===== src/rtl/led_pattern_sequencer.sv =====
// led_pattern_sequencer
//   Owns the 8-LED bank. A free-running step tick advances one of four display
//   patterns. A debounced push-button cycles the mode. An external requester can
//   take over the bank through ovr_req/ovr_gnt.
//
// Parameters
//   TICK_DIV  clk cycles per pattern step (>= 2)
//   DEB_CYC   consecutive stable synced cycles needed to accept a new button level
//
// Ports
//   clk       system clock
//   rst       synchronous, active-high reset
//   btn       raw push-button, active-high, asynchronous to clk
//   ovr_req   override request
//   ovr_leds  LED value shown while override is granted
//   ovr_gnt   override granted (ovr_req delayed by one cycle)
//   mode      current mode: 0 ROTATE, 1 COUNT, 2 BOUNCE, 3 FLASH
//   leds      registered LED drive
module led_pattern_sequencer #(
    parameter int TICK_DIV = 12_500_000,
    parameter int DEB_CYC  = 500_000
) (
    input  logic       clk,
    input  logic       rst,
    input  logic       btn,
    input  logic       ovr_req,
    input  logic [7:0] ovr_leds,
    output logic       ovr_gnt,
    output logic [1:0] mode,
    output logic [7:0] leds
);

    localparam int SYNC_STAGES = 2;
    localparam int TICK_W      = (TICK_DIV > 1) ? $clog2(TICK_DIV) : 1;
    localparam int DEB_W       = (DEB_CYC > 1) ? $clog2(DEB_CYC) : 1;

    localparam logic [TICK_W-1:0] TICK_LAST = TICK_W'(TICK_DIV - 1);
    localparam logic [DEB_W-1:0]  DEB_LAST  = DEB_W'(DEB_CYC - 1);

    typedef enum logic [1:0] {
        M_ROTATE = 2'd0,
        M_COUNT  = 2'd1,
        M_BOUNCE = 2'd2,
        M_FLASH  = 2'd3
    } mode_t;

    // ------------------------------------------------------------------
    // Button synchroniser chain
    // ------------------------------------------------------------------
    logic sync_reg [SYNC_STAGES];
    logic btn_sync;

    generate
        for (genvar gi = 0; gi < SYNC_STAGES; gi++) begin : g_sync
            if (gi == 0) begin : g_first
                always_ff @(posedge clk) begin
                    if (rst) sync_reg[gi] <= 1'b0;
                    else     sync_reg[gi] <= btn;
                end
            end else begin : g_rest
                always_ff @(posedge clk) begin
                    if (rst) sync_reg[gi] <= 1'b0;
                    else     sync_reg[gi] <= sync_reg[gi-1];
                end
            end
        end
    endgenerate

    assign btn_sync = sync_reg[SYNC_STAGES-1];

    // ------------------------------------------------------------------
    // Debouncer: the accepted level flips only after the synced level has
    // disagreed with it for DEB_CYC cycles in a row; any agreement restarts.
    // ------------------------------------------------------------------
    logic [DEB_W-1:0] deb_cnt_reg, deb_cnt_next;
    logic             deb_level_reg, deb_level_next;
    logic             deb_prev_reg;
    logic             press;

    always_comb begin
        deb_cnt_next   = deb_cnt_reg;
        deb_level_next = deb_level_reg;
        if (btn_sync != deb_level_reg) begin
            if (deb_cnt_reg == DEB_LAST) begin
                deb_level_next = btn_sync;
                deb_cnt_next   = '0;
            end else begin
                deb_cnt_next = deb_cnt_reg + DEB_W'(1);
            end
        end else begin
            deb_cnt_next = '0;
        end
    end

    always_ff @(posedge clk) begin
        if (rst) begin
            deb_cnt_reg   <= '0;
            deb_level_reg <= 1'b0;
            deb_prev_reg  <= 1'b0;
        end else begin
            deb_cnt_reg   <= deb_cnt_next;
            deb_level_reg <= deb_level_next;
            deb_prev_reg  <= deb_level_reg;
        end
    end

    // One-cycle pulse on the rising edge of the accepted level.
    assign press = deb_level_reg & ~deb_prev_reg;

    // ------------------------------------------------------------------
    // Mode FSM, tick counter and pattern generator
    // ------------------------------------------------------------------
    mode_t             mode_reg, mode_next;
    logic [TICK_W-1:0] tick_cnt_reg, tick_cnt_next;
    logic [7:0]        pattern_reg, pattern_next;
    logic              dir_left_reg, dir_left_next;
    logic              ovr_gnt_reg;
    logic [7:0]        leds_reg;
    logic              tick;

    assign tick = (tick_cnt_reg == TICK_LAST);

    always_ff @(posedge clk) begin
        if (rst) begin
            mode_reg     <= M_ROTATE;
            tick_cnt_reg <= '0;
            pattern_reg  <= 8'h01;
            dir_left_reg <= 1'b1;
            ovr_gnt_reg  <= 1'b0;
            leds_reg     <= 8'h01;
        end else begin
            mode_reg     <= mode_next;
            tick_cnt_reg <= tick_cnt_next;
            pattern_reg  <= pattern_next;
            dir_left_reg <= dir_left_next;
            ovr_gnt_reg  <= ovr_req;
            leds_reg     <= ovr_gnt_reg ? ovr_leds : pattern_reg;
        end
    end

    always_comb begin
        mode_next     = mode_reg;
        tick_cnt_next = tick_cnt_reg;
        pattern_next  = pattern_reg;
        dir_left_next = dir_left_reg;

        if (ovr_gnt_reg) begin
            // Granted: everything frozen, presses dropped.
        end else if (press) begin
            // A press outranks a coincident tick: restart the new mode cleanly.
            unique case (mode_reg)
                M_ROTATE: mode_next = M_COUNT;
                M_COUNT:  mode_next = M_BOUNCE;
                M_BOUNCE: mode_next = M_FLASH;
                default:  mode_next = M_ROTATE;
            endcase
            unique case (mode_next)
                M_COUNT: pattern_next = 8'h00;
                M_FLASH: pattern_next = 8'hFF;
                default: pattern_next = 8'h01;
            endcase
            tick_cnt_next = '0;
            dir_left_next = 1'b1;
        end else begin
            tick_cnt_next = tick ? '0 : tick_cnt_reg + TICK_W'(1);
            if (tick) begin
                unique case (mode_reg)
                    M_ROTATE: pattern_next = {pattern_reg[6:0], pattern_reg[7]};
                    M_COUNT:  pattern_next = pattern_reg + 8'd1;
                    M_BOUNCE: begin
                        // Turn around on reaching an end so each end shows once.
                        if (dir_left_reg) begin
                            if (pattern_reg == 8'h80) begin
                                pattern_next  = 8'h40;
                                dir_left_next = 1'b0;
                            end else begin
                                pattern_next = pattern_reg << 1;
                            end
                        end else begin
                            if (pattern_reg == 8'h01) begin
                                pattern_next  = 8'h02;
                                dir_left_next = 1'b1;
                            end else begin
                                pattern_next = pattern_reg >> 1;
                            end
                        end
                    end
                    default:  pattern_next = ~pattern_reg;
                endcase
            end
        end
    end

    assign ovr_gnt = ovr_gnt_reg;
    assign mode    = mode_reg;
    assign leds    = leds_reg;

endmodule


===== config.mk =====
export PLATFORM = sky130hd
export DESIGN_NAME = led_pattern_sequencer
export DESIGN_NICKNAME = d
export VERILOG_FILES = /design/src/rtl/led_pattern_sequencer.sv
export SDC_FILE = /design/constraint.sdc
export NUM_CORES = 1
export LEC_CHECK = 0
export ABC_CLOCK_PERIOD_IN_PS = 3400
export CORE_MARGIN = 1.5
export CORE_UTILIZATION = 55
export DETAILED_ROUTE_END_ITERATION = 8
export PLACE_DENSITY = 0.75
export SYNTH_ARGS = -nofsm -noshare
export SYNTH_HDL_FRONTEND = slang
export SYNTH_SLANG_ARGS = --single-unit
export TNS_END_PERCENT = 100

===== constraint.sdc =====
create_clock -name clk -period 3.4 [get_ports clk]
set_clock_uncertainty 0.2 [all_clocks]
set_input_delay 0.51 -clock clk [delete_from_list [all_inputs] [get_ports clk]]
set_output_delay 0.51 -clock clk [all_outputs]
set_load 0.02 [all_outputs]

# == Word level (Yosys, flattened, before mapping) ==
# Memory sizes are Yosys's and may differ from the RTL's.
# Index checks and enable logic that the tools add are counted.
# totals
reg_bits,65
ram_bits,2
inputBits,12
out_inout_bits,11
word_cells,61
n_memories,1
# memory_table
name,words,word_bits,read_ports,rd_clocked_by_memory_dff,write_ports,line,rtl
sync_reg,2,1,2,0,2,50,logic sync_reg [SYNC_STAGES];
# classes
n_addsub,3
eq_ne,9
muxes,24
n_bitwise,7
reduce_logical,8
# op_table
operator,count
$mux W24,2
$mux W8,5
$add A24 B1 Y24 const B,1
$eq A24 B24 Y1 const B,1
$pmux W8 S3,1
$add A19 B1 Y19 const B,1
$eq A19 B19 Y1 const B,1
$pmux W8 S2,1
$mux W1,11
$add A8 B1 Y8 const B,1
$eq A8 B1 Y1 const B,1
$eq A8 B8 Y1 const B,1
$not A8 Y8,1
$mux W7,1
$pmux W2 S3,1
$reduce_and A2 Y1,3
$eq A2 B1 Y1 const B,2
$eq A2 B2 Y1 const B,2
$mux W2,2
$reduce_bool A2 Y1,2
$not A1 Y1,3
$reduce_and A3 Y1,1
$reduce_or A3 Y1,1
$logic_not A2 Y1,1
3 further kinds,4

# == Logic depth before layout (Yosys ltp) ==
# Gate-level depths: netlist of run 1.
# logic_depth
depth_word,7
depth_mapped,9
depth_no_buf,7

# == Worst setup path after synthesis of run 1 ==
# No wires, ideal clock.
# synth_path
path_type,flip-flop to flip-flop
from,reg mode_reg[0] (netlist: mode[0])
to,reg pattern_reg[2]
setup_ns,0.119
arrival_time_ns,1.855
t_required_ns,3.081
setup_slack_ns,1.226
stages_incl_launch_ff,8
n_path_buf,0
cell_sequence,dfxtp_1 -> inv_1 -> ha_1 -> nor2b_1 -> a221o_1 -> a221oi_1 -> a211oi_1 -> o221a_2
# synth_between
elab_chain_len,7
# synth_lines
item,line,rtl
from (decl),113,"mode_t mode_reg, mode_next;"
from (signal assigned),132,mode_reg <= mode_next;
"$eq A2 B2 Y1, or another cell as far along","151, 167",
$pmux W2 S3,151,unique case (mode_reg)
$mux W2,149,end else if (press) begin
$mux W2,147,if (ovr_gnt_reg) begin
$eq A2 B2 Y1 or $eq A2 B1 Y1 (tied branches),157,unique case (mode_next)
$pmux W8 S2,157,
$mux W8 *,149,
to (signal assigned),134,pattern_reg <= pattern_next;
to (decl),115,"logic [7:0] pattern_reg, pattern_next;"
# Mark *: on every way between the ends. The rest lies on a longest branch, timed or not. The select of a mux whose other input is x is not followed.
# A chain may end at the register's enable or synchronous reset.

# == Worst setup path in the final report of run 1 ==
# layout_path
from,reg ovr_gnt_reg (netlist: ovr_gnt)
to,out ovr_gnt
# layout_lines
item,line,rtl
from (decl),117,logic ovr_gnt_reg;
from (signal assigned),136,ovr_gnt_reg <= ovr_req;
to (decl),28,"output logic ovr_gnt,"
# No word-level cell between the ends.

==> results of run 1 <==
## report_power, final
group	internal [mW]	switching [mW]	total, mW
clock network	0.358	0.310	0.668
logic	0.0288	0.0260	0.0548
registers	0.793	0.00965	0.802
## path summary, 6_finish.rpt
kind,slack [ns],from,to,cells past startpoint
max,0.71,ovr_gnt$_SDFF_PP0_,ovr_gnt,1
min,0.24,sync_reg[0]$_SDFF_PP0_,sync_reg[1]$_SDFF_PP0_,1
max reg2reg,0.94,tick_cnt_reg[5]$_SDFFE_PP0N_,tick_cnt_reg[19]$_SDFFE_PP0N_,6
min reg2reg,0.24,sync_reg[0]$_SDFF_PP0_,sync_reg[1]$_SDFF_PP0_,1
## routing by layer
layer,GRT usage,vias to the layer above,share of wire
li1,-,1397,-
met4,0.0810,0,0.013
met5,0,-,0
met1,0.294,1256,0.49
met3,0.0517,8,0.050
met2,0.336,58,0.45
## metrics by stage
stage / instances / setup slack [ns]
2_1_floorplan: 388 / 1.23
3_3_place_gp: 465 / 0.954
3_5_place_dp: 465 / 0.937
4_1_cts: 481 / 0.691
5_1_grt: 481 / 0.606
6_report: 481 / 0.710
## area by class of cell
cell class | count | area [sq um]
Multi-Input combinational cell | 289 | 1870
Clock buffer | 10 | 138
Sequential cell | 67 | 1340
Timing Repair Buffer | 24 | 235
Fill cell | 493 | 2140
Tap cell | 75 | 93.8
Inverter | 10 | 37.5
Clock inverter | 6 | 65.1
## kinds of logic (layout without fill, tap and decap cells)
kind of cell    Yosys count  after routing  share of synthesized area
compound gates           51             51                      0.107
xor+xnor                 42             42                      0.109
fa+ha+maj                10             10                     0.0371
buf+inv                  32             50                     0.0497
flops                    67             67                      0.397
mux                       8              8                     0.0237
simple gates            178            178                      0.277
## layout by cell type (no fill, tap or decap), drive strengths merged, types with 2 or more instances in the layout
master,netlist,final
nor2,67,67
dfxtp,67,67
nand2,27,27
xor2,25,25
clkdlybuf4s50,0,22
nand3,17,17
xnor2,17,17
and3,12,12
nand4,11,11
a21oi,11,11
o21ai,11,11
and4,11,11
ha,10,10
clkbuf,14,10
inv,9,9
mux2i,8,8
a31oi,7,7
nor3,7,7
nor2b,7,7
a221oi,6,6
nor4,5,5
clkinv,1,5
nor4b,4,4
o221a,3,3
o211ai,2,2
buf,8,2
o311ai,2,2
==> metrics, run 1 <==
via count 2719; Tot GR Track Use 0.218; Synth Warn # 0; htree depth 3; post-layout min period 2.69 ns; clk slew on worst S/H paths 0.07 ns; Placed Instance Area 3570 sq um; Top Ports 23; Post-synth EDFFs 0; Area contributors post-synth dfxtp_1, nor2_1, xor2_1, xnor2_1, ha_1; die area 6620 sq um; Fin. Hold Viols 0; CTS Hold Buffers Added 0; ANT cells 0; PD cells 404 nW/um^2; fin crit share 0.791; WHS 0.243 ns; gr ovfl total 0; cell count after synthesis 388; max FFs per register 24; Clock Tree Buf Depth 2; drt pass-1 iters 7; Clock Root Buffer clkbuf_8; worst skew pair latency 0.35 ns; Post-Syn Area 3380 sq um; RSZ-0062 raised after global routing no; gpl congestion 0.876; Cell Chain, Critical Path clkdlybuf4s50_1; Antenna Nets Post-Route 0; Critical Path Max Stage Delay 0.85 ns; crit end category primary output; CTS sink cnt 67; f_max 0.372 GHz; Initial DRC Count 148; layout cell share with drive strength beyond 1 0.0837; syn nets 410; core area 5920 sq um; Setup-failing EPs final 0; Synth area leader dfxtp_1; Startpoint Class register; top_reg_cell synth dfxtp_1; total power 1.52 mW; Nets 423; Vias/cell 5.65; Slew HR 0.458; count of unique library cells instantiated by Yosys 53; Post-DP HPWL 4490 um; status finished, final reports clean; Final Cell Area 3780 sq um; port bufs 22; post-synth top area share 0.397; register area share after synthesis 0.397; TritonCTS buffer count 9; first-pass GRT wire length 11100 um; post-route setup TNS 0 ns; Layout area overhead 11.9%; crit path buf inv count 1; Leak 1.33 nW; Mapped Avg Cell Area 8.70 sq um; Peak VDD IR 249 uV; CP top delay family flip-flops; initial antenna violation count 0; Worst-Margin Slew 0.812 ns; largest net degree at the start of global routing 21; Final Core Density 0.638; Synth Register Bits 67; Max Slew Vio Count 0; number of global-route vias before repair 2446; starting density of the core 0.570; drt drc 0; Setup Crit Path Kind reg -> out; WP data required 2.69 ns; num rows 28; drt wl/cell 13.5 um; post-synthesis async set-or-reset flop share 0; Crit path arrival time 1.98 ns; CTS tree yes; CP max stage cell dfxtp_1; setup bufs post-CTS 0; Max FO, Critical Path 20; Commonest cells post-synth dfxtp_1, nor2_1, nand2_1; die span in y 81.3 um; # Max-Cap Violations 0; cts repair resizes 0; Routed WL 6510 um; Die X 81.3 um; HP Class reg -> reg
(Power assumes the default switching activity.)
==> run 2: changes to the inputs <==
- ABC_CLOCK_PERIOD_IN_PS: 3400 -> 2600
- clock period: 3.4 -> 2.6 ns (I/O delays scaled with it)
==> run 2 against run 1 <==
Final cell count grew 1.2%. Global-route usage increased by 1.1 points. Critical path depth up 6. Critical path type is now reg -> reg.
==> metrics, run 2 (same netlist as run 1, synthesis figures left out) <==
status finished, final reports clean (unchanged); CP max stage cell dfxtp_1 (unchanged); initial antenna violation count 0 (unchanged); Top Ports 23 (unchanged); CTS sink cnt 67 (unchanged); Clock Root Buffer clkbuf_8 (unchanged); HP Class reg -> reg (unchanged); PD cells 542 nW/um^2 (was 404 nW/um^2); Crit path arrival time 2.36 ns (was 1.98 ns); cts repair resizes 0 (unchanged); Routed WL 6790 um (was 6510 um); largest net degree at the start of global routing 24 (was 21); Fin. Hold Viols 0 (unchanged); TritonCTS buffer count 9 (unchanged); first-pass GRT wire length 11600 um (was 11100 um); Max Slew Vio Count 0 (unchanged); gr ovfl total 0 (unchanged); num rows 28 (unchanged); R2R cell count 7 (was 6); Leak 1.36 nW (was 1.33 nW); post-route setup TNS 0 ns (unchanged); Cell Count, Final, Fillers Out 487 (was 481); drt drc 0 (unchanged); max FFs per register 24 (unchanged); CTS tree yes (unchanged); clk slew on worst S/H paths 0.08 ns (was 0.07 ns); Final Worst Setup Slack 0.282 ns (was 0.710 ns); Setup Crit Path Kind reg -> reg (was reg -> out); Vias/cell 5.83 (was 5.65); crit end category register (was primary output); layout cell share with drive strength beyond 1 0.0971 (was 0.0837); setup bufs post-CTS 0 (unchanged); ANT cells 0 (unchanged); Nets 429 (was 423); Peak VDD IR 313 uV (was 249 uV); Die X 81.3 um (unchanged); fin crit share 0.892; number of global-route vias before repair 2581 (was 2446); Setup-failing EPs final 0 (unchanged); Slew HR 0.543 (was 0.458); Critical Path Max Stage Delay 0.40 ns (was 0.85 ns); port bufs 22 (unchanged); commonest cells after routing, fill and taps aside nor2_1, dfxtp_1, nand2_1 (unchanged); Post-DP HPWL 4730 um (was 4490 um); f_max 0.431 GHz; drt pass-1 iters 5 (was 7); htree depth 3 (unchanged); core area 5920 sq um (unchanged); worst slack, placed 0.335 ns (was 0.937 ns); gpl congestion 0.920 (was 0.876); hold depth 1 (unchanged); WP data required 2.65 ns (was 2.69 ns); die span in y 81.3 um (unchanged); Clock Tree Buf Depth 2 (unchanged); Tot GR Track Use 0.229 (was 0.218); via count 2841 (was 2719); RSZ-0062 raised after global routing no (unchanged); die area 6620 sq um (unchanged); CTS Hold Buffers Added 0 (unchanged); Filler cells 497 (was 493); starting density of the core 0.570 (unchanged); Max FO, Critical Path 8 (was 20); Inst Count DP 471 (was 465); Startpoint Class register (unchanged); post-layout min period 2.32 ns; reg2reg setup slack 0.28 ns (was 0.94 ns); # Max-Cap Violations 0 (unchanged); Initial DRC Count 135 (was 148); Antenna Nets Post-Route 0 (unchanged); drt wl/cell 13.9 um (was 13.5 um); worst skew pair latency 0.35 ns (about the same); Worst-Margin Slew 0.685 ns (was 0.812 ns); Cell Chain, Critical Path inv_1, ha_1, nor2b_1, a221o_1, a221oi_1, a211oi_1, o221a_2 (was clkdlybuf4s50_1); Layout area overhead 13.9% (was 11.9%)
[run 2: path summary, 6_finish.rpt]
path	from	to
setup / recovery	mode[0]$_SDFFE_PP0P_	pattern_reg[2]$_SDFFE_PP0P_
hold / removal	sync_reg[0]$_SDFF_PP0_	sync_reg[1]$_SDFF_PP0_
setup reg to reg	mode[0]$_SDFFE_PP0P_	pattern_reg[2]$_SDFFE_PP0P_
hold reg to reg	sync_reg[0]$_SDFF_PP0_	sync_reg[1]$_SDFF_PP0_
[run 2: area by class of cell]
cell class	count	area [sq um]	share of cell area
clock buffer	9	124	0.0322
clock inverter	7	101	0.0264
inverter	10	37.5	0.00976
multi-input combinational	289	1870	0.486
sequential	67	1340	0.349
tap	75	93.8	0.0244
timing repair buffer	30	280	0.0729
[run 2: stage by stage]
stage | power [mW] | util | hold WS (ns) | instance area [sq um]
2_1_floorplan | 1.11 | - | 0.214 | 3380
3_3_place_gp | 1.15 | 0.611 | 0.226 | 3620
3_5_place_dp | 1.15 | 0.611 | 0.232 | 3620
4_1_cts | 2.10 | 0.649 | 0.274 | 3840
5_1_grt | 2.16 | 0.649 | 0.287 | 3840
6_report | 2.09 | 0.649 | 0.267 | 3840
[run 2: critical path: cells and delay by family (launching register included)]
family,cells,cell delay (ns)
flops,1,0.40
buf+inv,1,0.10
fa+ha+maj,1,0.31
compound gates,4,0.95
simple gates,1,0.25
[run 2: routing by layer]
layer | track usage | part of all wire | vias to the layer above | routed length [um]
met1 | 0.290 | 0.46 | 1319 | 3110
met2 | 0.350 | 0.46 | 94 | 3100
met4 | 0.141 | 0.029 | 0 | 197
li1 | - | - | 1407 | -
met3 | 0.0517 | 0.057 | 21 | 384
met5 | 0 | 0 | - | 0
[run 2: power by group]
group | total (mW) | switching, mW | leakage, nW | internal [mW]
clock | 0.962 | 0.416 | 0.106 | 0.545
sequential | 1.05 | 0.00867 | 0.542 | 1.04
combinational | 0.0783 | 0.0386 | 0.713 | 0.0397
total | 2.09 | 0.464 | 1.36 | 1.62
==> RTL edit 1: new RTL, flow settings as in run 2 <==
Make the reset (`rst`) asynchronous in 4 clocked blocks. Comments in the files are not updated.
--- a/src/rtl/led_pattern_sequencer.sv
+++ b/src/rtl/led_pattern_sequencer.sv
@@ -53,12 +53,12 @@
     generate
         for (genvar gi = 0; gi < SYNC_STAGES; gi++) begin : g_sync
             if (gi == 0) begin : g_first
-                always_ff @(posedge clk) begin
+                always_ff @(posedge clk or posedge rst) begin
                     if (rst) sync_reg[gi] <= 1'b0;
                     else     sync_reg[gi] <= btn;
                 end
             end else begin : g_rest
-                always_ff @(posedge clk) begin
+                always_ff @(posedge clk or posedge rst) begin
                     if (rst) sync_reg[gi] <= 1'b0;
                     else     sync_reg[gi] <= sync_reg[gi-1];
                 end
@@ -92,7 +92,7 @@
         end
     end
 
-    always_ff @(posedge clk) begin
+    always_ff @(posedge clk or posedge rst) begin
         if (rst) begin
             deb_cnt_reg   <= '0;
             deb_level_reg <= 1'b0;
@@ -120,7 +120,7 @@
 
     assign tick = (tick_cnt_reg == TICK_LAST);
 
-    always_ff @(posedge clk) begin
+    always_ff @(posedge clk or posedge rst) begin
         if (rst) begin
             mode_reg     <= M_ROTATE;
             tick_cnt_reg <= '0;
Behaviour: differs if rst is asserted again (counterexample within 4 cycles, from zero or initial values and one cycle with rst high); with rst held inactive, the same outputs for 10 cycles.
==> RTL edit 1 against run 2 <==
- area after synthesis grew 8.3%
- non-clock buffer count shrank 1
- global-route usage grew 0.78 points
- setup slack lost 0.036 ns
- cell area grew 9.0%
- routed wire length grew 12%
- sequential cell count is the same
- maximum frequency shrank 1.5%
- critical path type is now register to output pin
- utilization grew 0.67 points
Power is not compared: it rests on default switching activity, and its combinational part moved more than twofold at a synthesized area within 25%.
==> RTL edit 1: results (changes against run 2) <==
metric;value;unit;change
Overall Global Routing Usage;0.2368;;was 0.2289
family with the most delay on the worst path;buffers and inverters;;was compound AO/OA/AOI/OAI gates
sequential area share after synthesis;0.4595;;was 0.3973
H-tree Lvls;3;;unchanged
Area after DPL;3965;um^2;was 3620 um^2
antenna violations before repair;0;;unchanged
DIE WIDTH;84.55;um;was 81.35 um
Synth top cells by count;dfrtp_1 (64), nor2_1 (58), nand2_1 (33);;was dfxtp_1 (67), nor2_1 (67), nand2_1 (27)
1st-iter DRT viols;165;;was 135
Post-Synth XOR/XNOR Area;0.09340;;was 0.1090
post-CTS resize count;0;;unchanged
Clock Latency Late Sink;0.35;ns;about the same
vias in the first global route;2846;;was 2581
Worst Hold End;btn_sync;;was sync_reg[1]
status;finished clean;;unchanged
Setup Buffers After CTS;0;;unchanged
Cell Int Power;1.740;mW;
Synth cell types;55;;was 53
first-pass GRT wire length;13430;um;was 11600 um
final WL;7620;um;was 6790 um
crit-path max FO;15;;was 8
r2r setup slk;0.40;ns;was 0.28 ns
drt first pass iters;5;;unchanged
routability congestion estimate;0.9130;;was 0.9195
number of buffers created by CTS;9;;unchanged
RR Endpoint;pattern_reg[1];;was pattern_reg[2]
Clock transition at path regs;0.08;ns;about the same
# diodes;0;;unchanged
pre-CTS setup slack;0.4569;ns;was 0.3346 ns
Critical Path Max Stage Delay;0.64;ns;was 0.40 ns
Reg-to-Reg Start;pattern_reg[0];;was mode[0]
IO buf count;22;;unchanged
Synth area leaders;dfrtp_1 (44%), nor2_1 (6.0%), xor2_1 (5.0%);;was dfxtp_1 (40%), nor2_1 (7.4%), xor2_1 (6.5%)
Detail Placement HPWL;5243;um;was 4731 um
Post-Synth Adder-Cell Area;0.03421;;was 0.03706
HP Class;register to register;;unchanged
part of the power in the clock network;0.422;;
worst hold path stage count;0;;was 1
yosys warns;0;;unchanged
slowest stage cell, crit path;clkdlybuf4s50_1;;was dfxtp_1
Nets;428;;was 429
sequential power share;0.501;;
layout cells sized above 1;0.1095;;was 0.09709
Worst-Margin Slew;0.5684;ns;was 0.6850 ns
CTS Root Cell;clkbuf_8;;unchanged
multiplexer share of the synthesized area;0.03011;;was 0.02372
largest net degree at the start of global routing;25;;was 24
Synth async-reset ratio;1.000;;was 0
Hold Startpoint;sync_reg[1];;was sync_reg[0]
Largest register FFs;24;;unchanged
via count;2875;;was 2841
Arrival @ worst endpoint;1.76;ns;was 2.36 ns
syn_nets;405;;was 410
Sequential Power;1.15;mW;
FF-to-FF path depth;7;;unchanged
Fill cells;503;;was 497
Compound-Gate Fraction of Synth Area;0.1085;;was 0.1067
[RTL edit 1: changes by cell type after synthesis, sizes merged, moves of 6 or more]
cell / run 2 / this run
and3: 12 / 4
and4: 11 / 4
dfrtp: 0 / 64
dfxtp: 67 / 0
mux2: 0 / 8
mux2i: 8 / 2
nand2: 27 / 33
nand3: 17 / 26
nor2: 67 / 60
o21ai: 11 / 17
o22a: 0 / 6
[RTL edit 1: how the worst max path moves through the flow]
stage | start | to | slack [ns] | cells past startpoint
after floorplan | rst | btn_sync | 0.33 | 1
after global placement | pattern_reg[0] | pattern_reg[2] | 0.53 | 7
after detailed placement | pattern_reg[0] | pattern_reg[1] | 0.46 | 7
after CTS | ovr_gnt | ovr_gnt | 0.24 | 2
after global routing | ovr_gnt | ovr_gnt | 0.17 | 2
final | ovr_gnt | ovr_gnt | 0.25 | 2
[RTL edit 1: layout make-up]
| class | instances | area (um^2) | area share |
|---|---|---|---|
| Timing Repair Buffer | 29 | 297.8 | 0.07107 |
| Sequential cell | 67 | 1680 | 0.4010 |
| Clock buffer | 10 | 137.6 | 0.03285 |
| Multi-Input combinational cell | 285 | 1838 | 0.4386 |
| Clock inverter | 6 | 87.58 | 0.02090 |
| Inverter | 14 | 52.55 | 0.01254 |
| Tap cell | 77 | 96.34 | 0.02299 |
[RTL edit 1: through the flow]
stage	instances	hold slack, ns
finish	488	0.1690
global route	488	0.1866
floorplan	383	0.1312
global placement	472	0.1371
CTS	488	0.1760
detailed placement	472	0.1496
[RTL edit 1: routing by layer]
metal	GRT usage	part of all wire	up-vias
met4	0.09384	0.011	0
met2	0.3745	0.50	87
met1	0.3175	0.44	1392
met3	0.05506	0.051	10
met5	0	0	-
li1	-	-	1386
==> RTL edit 2: new RTL, config.mk and constraints of run 2 <==
Made on the original files. The parameter `DEB_CYC` goes from 500_000 to 2_000_000.
--- a/src/rtl/led_pattern_sequencer.sv
+++ b/src/rtl/led_pattern_sequencer.sv
@@ -18,7 +18,7 @@
 //   leds      registered LED drive
 module led_pattern_sequencer #(
     parameter int TICK_DIV = 12_500_000,
-    parameter int DEB_CYC  = 500_000
+    parameter int DEB_CYC  = 2_000_000
 ) (
     input  logic       clk,
     input  logic       rst,
Formal check against the unedited RTL: same outputs for any inputs over 10 cycles, from zero or initial values and one cycle with rst high; that may be too few to reach the edited logic, so the function may still have changed.
==> RTL edit 2 against run 2 <==
- area after synthesis rose by 4.0%
- via count is 4.1% higher
- cell area rose by 4.2%
- routed wire length grew 6.1%
- first-iteration DRC count rose by 27%
- sequential cell count grew 2
- setup slack lost 0.052 ns
- total power grew 2.8%
- critical path depth down 1
- maximum frequency fell by 2.2%
- final cell count up 6.4%
- critical endpoint is now tick_cnt_reg[5]
- largest cell class unchanged
==> RTL edit 2: results (changes against run 2) <==
metric;value;unit;change
Detail Placement HPWL;5008;um;was 4731 um
post-CTS resize count;0;;unchanged
sequential cell area share;0.3449;;was 0.3488
RR Endpoint;tick_cnt_reg[5];;was pattern_reg[2]
Area after DPL;3779;um^2;was 3620 um^2
met3 WL;301;um;was 384 um
num sequential;69;;was 67
routability congestion estimate;0.8319;;was 0.9195
via count;2958;;was 2841
Non-clock buffer share;0.07373;;was 0.07289
crit-path max FO;21;;was 8
Compound-Gate Fraction of Synth Area;0.1223;;was 0.1067
Leak;1.391;nW;was 1.361 nW
Multi-input gate area;1959;um^2;was 1867 um^2
Syn Inst Count;416;;was 388
Max IR drop VDD;354.7;uV;was 313.1 uV
GRT met1 Usage;0.2836;;was 0.2903
Overall Global Routing Usage;0.2181;;was 0.2289
Post-Synth Adder-Cell Area;0.03565;;was 0.03706
Synth top cells by count;dfxtp_1 (69), nor2_1 (63), xor2_1 (28);;was dfxtp_1 (67), nor2_1 (67), nand2_1 (27)
met3 usage;0.04274;;was 0.05169
inverters;13;;was 10
Synth area leaders;dfxtp_1 (39%), xor2_1 (7.0%), nor2_1 (6.7%);;was dfxtp_1 (40%), nor2_1 (7.4%), xor2_1 (6.5%)
Via density;5.710;;was 5.834
first-pass GRT wire length;12600;um;was 11600 um
Fill cells;507;;was 497
clkbuf count;13;;was 9
Nets;460;;was 429
status;finished clean;;unchanged
Max-slew headroom;0.5716;;was 0.5433
multi-input gates;313;;was 289
FF-to-FF path depth;6;;was 7
post-route cell area;4005;um^2;was 3845 um^2
Non-CTS buffers;32;;was 30
largest net degree at the start of global routing;26;;was 24
clock-cell share of area;0.05654;;was 0.05857
Synth cell types;51;;was 53
crit path from;tick_cnt_reg[8];;was mode[0]
Post-Synth XOR/XNOR Area;0.09982;;was 0.1090
r2r setup slk;0.23;ns;was 0.28 ns
vias in the first global route;2865;;was 2581
pre-CTS setup slack;0.2239;ns;was 0.3346 ns
multiplexer share of the synthesized area;0.02567;;was 0.02372
1st-iter DRT viols;172;;was 135
layout cells sized above 1;0.06772;;was 0.09709
placed cells;502;;was 471
met2 Use GR;0.3452;;was 0.3504
hold_ws;0.2521;ns;was 0.2665 ns
syn_nets;438;;was 410
Routed met1 length;3467;um;was 3109 um
sequential area share after synthesis;0.3936;;was 0.3973
DR WL met2;3308;um;was 3099 um
Routed wire per std cell;13.90;um;was 13.94 um
Tcrit/Tclk final;0.9118;;was 0.8917
Hold Startpoint;sync_reg[0];;unchanged
Synth Flop Type;dfxtp_1;;unchanged
-- RTL edit 2: cell types whose count changed after synthesis, moves of 4 or more --
cell            run 2  this run
nand3_1            17        26
a21oi_1            11        19
nand4_1            11        18
and4_1              8         3
xnor2_1            17        12
inv_1               9        13
nor2_1             67        63
nor2b_1             7        11
o21ai_0             9        13
-- RTL edit 2: power breakdown --
group	internal (mW)	switching (mW)
sequential	1.07	0.0116
clock	0.594	0.393
combinational	0.0394	0.0378
total	1.70	0.443
-- RTL edit 2: worst max-delay path by stage --
stage	endpoint
2_1_floorplan	pattern_reg[4]
3_3_place_gp	tick_cnt_reg[5]
3_5_place_dp	tick_cnt_reg[5]
4_1_cts	ovr_gnt
5_1_grt	tick_cnt_reg[5]
6_report	tick_cnt_reg[5]
-- RTL edit 2: critical path: stages (launching register included) --
cell     delay (ns)
dfxtp_1        0.34
or4_4          0.55
nor4_4         0.37
a31oi_2        0.32
nand2_1        0.15
buf_4          0.25
nor2_1         0.08
